==> config.mk <==
export PLATFORM = sky130hd
export DESIGN_NAME = pc_fetch_unit
export DESIGN_NICKNAME = d
export VERILOG_FILES = /design/src/rtl/pc_fetch_unit.sv
export SDC_FILE = /design/constraint.sdc
export NUM_CORES = 1
export LEC_CHECK = 0
export ABC_CLOCK_PERIOD_IN_PS = 5100
export CORE_ASPECT_RATIO = 0.7
export CORE_UTILIZATION = 50
export CTS_BUF_LIST = sky130_fd_sc_hd__clkbuf_16
export CTS_CLUSTER_DIAMETER = 200
export DETAILED_ROUTE_END_ITERATION = 16
export MAX_ROUTING_LAYER = met4
export PLACE_DENSITY_LB_ADDON = 0.15
export RECOVER_POWER = 25
export SKIP_CTS_REPAIR_TIMING = 1
export SYNTH_ARGS = -nofsm -noshare
export SYNTH_HDL_FRONTEND = slang
export SYNTH_SLANG_ARGS = --single-unit
==> constraint.sdc <==
create_clock -name clk -period 5.1 [get_ports clk]
set_clock_uncertainty 0.2 [all_clocks]
set_input_delay 1.02 -clock clk [delete_from_list [all_inputs] [get_ports clk]]
set_output_delay 1.02 -clock clk [all_outputs]
set_load 0.005 [all_outputs]
==> src/rtl/pc_fetch_unit.sv <==
`default_nettype none
// ==========================================================================
// pc_fetch_unit : fetch-stage PC register, next-PC select, imem req/ack
// Revision 1.0
// ==========================================================================
module pc_fetch_unit #(
  parameter int          n        = 32,
  parameter logic [n-1:0] RESET_PC = 32'h0040_0000
) (
  input  logic         clk,
  input  logic         rst_n,
  input  logic         stall,
  input  logic         branch_taken,
  input  logic [n-1:0] branch_offset,
  input  logic         jump,
  input  logic [25:0]  jump_index,
  input  logic         jr,
  input  logic [n-1:0] jr_addr,
  input  logic         imem_ack,
  output logic         imem_req,
  output logic [n-1:0] pc,
  output logic [n-1:0] pc_plus4,
  output logic         fetch_valid,
  output logic         misalign_err
);

  localparam logic [0:0] ST_BOOT  = 1'b0;
  localparam logic [0:0] ST_FETCH = 1'b1;

  logic [0:0]   state_q, state_d;
  logic [n-1:0] pc_q, pc_d;
  logic [n-1:0] pend_target_q, pend_target_d;
  logic         pend_q, pend_d;
  logic         misalign_q, misalign_d;

  logic         in_fetch;
  logic         advance;
  logic         redirect;
  logic [n-1:0] jump_target;
  logic [n-1:0] branch_target;
  logic [n-1:0] redirect_target;

  assign in_fetch = (state_q == ST_FETCH);
  assign pc_plus4 = pc_q + {{(n-3){1'b0}}, 3'd4};
  assign advance  = in_fetch & imem_ack & ~stall;

  // Jump form only closes to n bits when n == 32.
  assign jump_target   = {pc_plus4[n-1:n-4], jump_index, 2'b00};
  assign branch_target = pc_plus4 + branch_offset;

  always_comb begin
    redirect_target = branch_target;
    if (jr) begin
      redirect_target = {jr_addr[n-1:2], 2'b00};
    end else if (jump) begin
      redirect_target = jump_target;
    end
  end

  // Redirect requests are meaningless before the first fetch is issued.
  assign redirect = in_fetch & (jr | jump | branch_taken);

  always_comb begin
    state_d       = state_q;
    pc_d          = pc_q;
    pend_d        = pend_q;
    pend_target_d = pend_target_q;
    misalign_d    = misalign_q;

    case (state_q)
      ST_BOOT:  state_d = ST_FETCH;
      ST_FETCH: state_d = ST_FETCH;
      default:  state_d = ST_BOOT;
    endcase

    if (advance) begin
      if (redirect) begin
        pc_d = redirect_target;
      end else if (pend_q) begin
        pc_d = pend_target_q;
      end else begin
        pc_d = pc_plus4;
      end
      pend_d = 1'b0;
    end else if (redirect) begin
      // Newest redirect replaces any older one still waiting.
      pend_d        = 1'b1;
      pend_target_d = redirect_target;
    end

    if (in_fetch && jr && (jr_addr[1:0] != 2'b00)) begin
      misalign_d = 1'b1;
    end
  end

  always_ff @(posedge clk or negedge rst_n) begin
    if (!rst_n) begin
      state_q       <= ST_BOOT;
      pc_q          <= RESET_PC;
      pend_q        <= 1'b0;
      pend_target_q <= '0;
      misalign_q    <= 1'b0;
    end else begin
      state_q       <= state_d;
      pc_q          <= pc_d;
      pend_q        <= pend_d;
      pend_target_q <= pend_target_d;
      misalign_q    <= misalign_d;
    end
  end

  assign imem_req     = in_fetch;
  assign pc           = pc_q;
  assign fetch_valid  = advance;
  assign misalign_err = misalign_q;

endmodule
`default_nettype wire

[Word level (Yosys, flattened, before mapping)]
Cells that the tools add are included.
W data, S select, Z words.
Word-level totals
  output and inout port bits: 67
  word-level logic and storage cells: 25
  register bits after elaboration: 67
  input port bits: 97
Operators by class
  add/subtract/negate cells: 2
  reductions and logical operators: 5
  multiplexer cells: 6
  bitwise logic cells: 7
Operator list (number)
  $mux W32: 4
  $add A32 B3 Y32 const B: 1
  $add A32 B32 Y32: 1
  $reduce_bool A2 Y1: 2
  $and A1 B1 Y1: 3
  $logic_and A1 B1 Y1: 2
  $mux W1: 2
  $not A1 Y1: 2
  $or A1 B1 Y1: 2
  $reduce_and A2 Y1: 1

[Longest topological paths before layout]
  depth after elaboration: 5
  mapped depth: 19

[Worst setup path after synthesis]
OpenSTA, ideal clock, no wires.
  path type: flip-flop to flip-flop
  from: register pc_q[4], in the netlist pc[4]
  to: register pc_q[31], in the netlist pc[31]
  arrival time: 3605 ps
  cell stages (with the launch flop): 19
  buffers on the path: 1
  setup slack: 1169 ps
  required time: 4774 ps
  path through: dfrtp_1 -> and4_1 -> and3_1 -> nand3_1 -> nor2_1 -> nand3_1 -> xor2_1 -> inv_1 -> ha_1 -> clkbuf_1 -> and3_1 -> nand2_1 -> o21ai_0 -> mux2i_1 -> o41ai_1 -> nor3_2 -> xnor2_1 -> o21ai_1 -> a221o_1
Between the ends
  longest elaborated chain between the ends: 5
  elaborated cells between the ends (all ways): 6
Ends and longest elaborated chain
  from (decl): line 31  | logic [n-1:0] pc_q, pc_d;
  from (signal assigned): line 105  | pc_q <= pc_d;
  $add A32 B3 Y32: line 44  | assign pc_plus4 = pc_q + {{(n-3){1'b0}}, 3'd4};
  named net pc_plus4[28]: line 22  | output logic [n-1:0] pc_plus4,
  $add A32 B32 Y32: line 49  | assign branch_target = pc_plus4 + branch_offset;
  $mux W32: line 55  | end else if (jump) begin
  $mux W32: line 53  | if (jr) begin
  $mux W32: line 77  | if (redirect) begin
The timed path passes the listed nets, and every way through them passes these cells.
A chain may end at the register's enable or synchronous reset.

[Final worst setup path]
  from: register pc_q[4], in the netlist pc[4]
  to: register pc_q[31], in the netlist pc[31]
Between the ends
  longest elaborated chain between the ends: 5
  elaborated cells between the ends (all ways): 6
Ends and longest elaborated chain (line)
  $add A32 B3 Y32 (*): 44
  $add A32 B32 Y32: 49
  $mux W32: 55
  $mux W32: 53
  $mux W32 (*): 77
Mark *: on every way between the ends. The rest lies on a longest branch, timed or not.

==> results_dict.tcl <==
set metrics [dict create \
    violations "capacitance limit, slew limit" \
    syn_nets 856 \
    powerDensity_nw_per_um2 375.8 \
    overflow 0 \
    vias 6181 \
    stdcell_area_um2 8013 \
    diodes 0 \
    clock-sinks 67 \
    synth_ff_type "dfrtp_1" \
    final-max-slew-violation-count 72 \
    layout_common_cells "clkdlybuf4s50_1 (162), nand2_1 (104), o21ai_0 (78)" \
    relSlewSlack_pct -80.56 \
    r2r_setup_slack_ps 690 \
    cts-buffers-inserted 9 \
    avgSynthCellArea_um2 8.346 \
    gp_routability_congestion 0.9456 \
    hold_viol_final 0 \
    cts_tree "done" \
    yosys.area_share.xor_xnor_pct 7.882 \
    place.port_buffers 163 \
    finalSetupViolCount 0 \
    ctsHtreeMaxLevel 3 \
    start_util_pct 51.35 \
    die_x_um 132.9 \
    fin_crit_ps 4408 \
    synth_edf_count 0 \
    reg2reg_to "pc[31]" \
    dr.first_iter.drc_count 620 \
    synth_top_family_by_area "compound AO/OA/AOI/OAI gates" \
    synth_seq_cells 67 \
    maxCapViolations 2 \
    rr_worst_depth 17 \
    clkTransAtPathRegs_ps 60 \
    avgRoutedWirePerCell_um 19.99 \
    fin_setup_tns_ps 0 \
    arrival_ps 4440 \
    dp_hpwl_mm 14.97 \
    cp.required_ps 5130 \
    synthSimpleGateAreaFrac_pct 18.33 \
    fin_nets 1006 \
    crit_type "reg -> reg" \
    cp-end-kind "register" \
    mostFrequentLayoutCell "clkdlybuf4s50_1" \
    ir_drop_v 0.0002295 \
    synth-adder-area-share_pct 8.465 \
    core_um2 11690 \
    wl_mm 20.61 \
    dieArea_um2 12450 \
    yosysWarnings 0 \
    cts_buffer_depth 2 \
    ios 164 \
    synth_cell_type_count 71 \
    drc 0 \
    syn2layout_area_growth_pct 33.53 \
    grt_max_degree 49 \
    syn_area_um2 6001 \
    synth_seq_area_share_pct 27.96 \
    start_kind "register" \
    worstReg2RegStart "pc[4]" \
    startpoint "pc[4]" \
    outcome "finished, violations left" \
    synth_compound_area_share_pct 26.44 \
    endpoint "pc[31]" \
    async_flop_share_pct 100.0 \
    grt_pass1_vias 5986 \
    drt_first_pass_iters 5 \
    clock-root-buffer "clkbuf_16" \
    grt_setup_unrepaired "no" \
    tightestPinTransition_ps 2708 \
    dpl_cell_area_um2 7727 \
    vias_per_cell 5.995 \
    fmax_mhz 226.9 \
    grt.total_usage_pct 34.83 \
    insertion_delay_ps 350 \
    p_leak_nw 3.402 \
    die_h_um 93.66 \
    fill_cells 960 \
    drtAntennaViolNets 0 \
    grt_first_pass_wirelength_mm 32.51 \
    num_rows 33 \
    drive_above_1_share_pct 7.208 \
    syn-instance-count 719 \
    hold_class "reg -> reg" \
    synth_mux_area_share_pct 5.796 \
    worstPathMaxFanout 9 \
    grt_antenna_before_repair 0 \
    fin_crit_sh_pct 86.43 \
]
-- cells by family (layout without fill, tap and decap cells) --
logic type               Yosys count  count (layout)
XOR/XNOR                          54              54
other                              1               1
AO/OA/AOI/OAI                    240             240
multiplexers                      33              33
AND/OR/NAND/NOR                  228             228
adder cells (fa/ha/maj)           40              40
buffers and inverters             56             211
flip-flops                        67              67
-- flip-flops by register name (all words and copies together) (netlist names) --
name           count
pend_q             1
pc                32
imem_req           1
pend_target_q     32
misalign_err       1
-- routing by layer --
| layer | up-vias | track usage (%) | wire [µm] |
|---|---|---|---|
| met5 | - | - | 0 |
| met3 | 26 | 6.365 | 1665 |
| met1 | 2965 | 49.80 | 9863 |
| met2 | 269 | 50.52 | 8825 |
| met4 | 0 | 8.716 | 257 |
| li1 | 2921 | - | - |
-- layout make-up --
class | count | area, µm² | area share [%]
well taps | 157 | 196.4 | 2.452
clock inverters | 7 | 68.82 | 0.8588
clock buffers | 9 | 225.2 | 2.811
flip-flops and latches | 67 | 1678 | 20.94
multi-input cells | 596 | 4023 | 50.20
inverters | 13 | 48.80 | 0.6090
repair buffers | 182 | 1773 | 22.13
-- power by group --
part / internal, mW / switching, mW
logic: 0.788 / 0.805
registers: 0.649 / 0.131
clock network: 0.377 / 0.261
-- through the flow --
step	setup WS, ps	hold slack (ps)	total power, mW	cells	util (%)
3_5_place_dp	540.7	252.7	2.338	1015	66.13
5_1_grt	314.2	299.9	3.183	1031	68.57
6_report	692.1	268.8	3.011	1031	68.57
4_1_cts	783.4	269.9	2.986	1031	68.65
2_1_floorplan	1169	241.3	1.708	719	-
3_3_place_gp	552.1	252.1	2.308	1015	66.13
-- critical path, stage by stage (launching register included) --
cell,delay [ps]
dfrtp_1,450
and4_1,250
and3_1,260
nand3_1,180
nor2_1,310
nand3_1,130
xor2_1,220
inv_1,90
ha_1,420
and3_1,220
nand2_1,80
o21ai_0,360
mux2i_1,230
o41ai_1,100
nor3_2,190
xnor2_1,130
o21ai_1,90
a221o_1,380
-- synthesized netlist by cell type (6+ instances only) --
cell type    n  area [µm²]
a21o_1      16       120.1
a21oi_1     38       190.2
a31oi_1      8       50.05
and3_1       9       56.30
and4_1       9       78.83
clkbuf_1    26       97.59
dfrtp_1     66        1652
ha_1        39       488.0
inv_1       13       48.80
mux2_2      14       157.7
mux2i_1     19       190.2
nand2_1    104       390.4
nand2b_1    18       112.6
nand3_1     19       95.09
nand4_1     11       68.82
nor2_1      31       116.4
nor3_1       6       30.03
o211ai_1    28       210.2
o21a_1      14       105.1
o21ai_0     79       395.4
o21ai_1      7       35.03
xnor2_1     37       324.1
xor2_1      17       148.9
-- how the worst min path moves through the flow --
stage | cells past startpoint | slack [ps] | start | to
2_1_floorplan | 2 | 240 | pend_target_q[12] | pend_target_q[12]
3_3_place_gp | 1 | 250 | misalign_err | misalign_err
3_5_place_dp | 1 | 250 | misalign_err | misalign_err
4_1_cts | 1 | 270 | misalign_err | misalign_err
5_1_grt | 1 | 300 | misalign_err | misalign_err
6_report | 1 | 270 | misalign_err | misalign_err
Power figures use the tool's default switching activity.
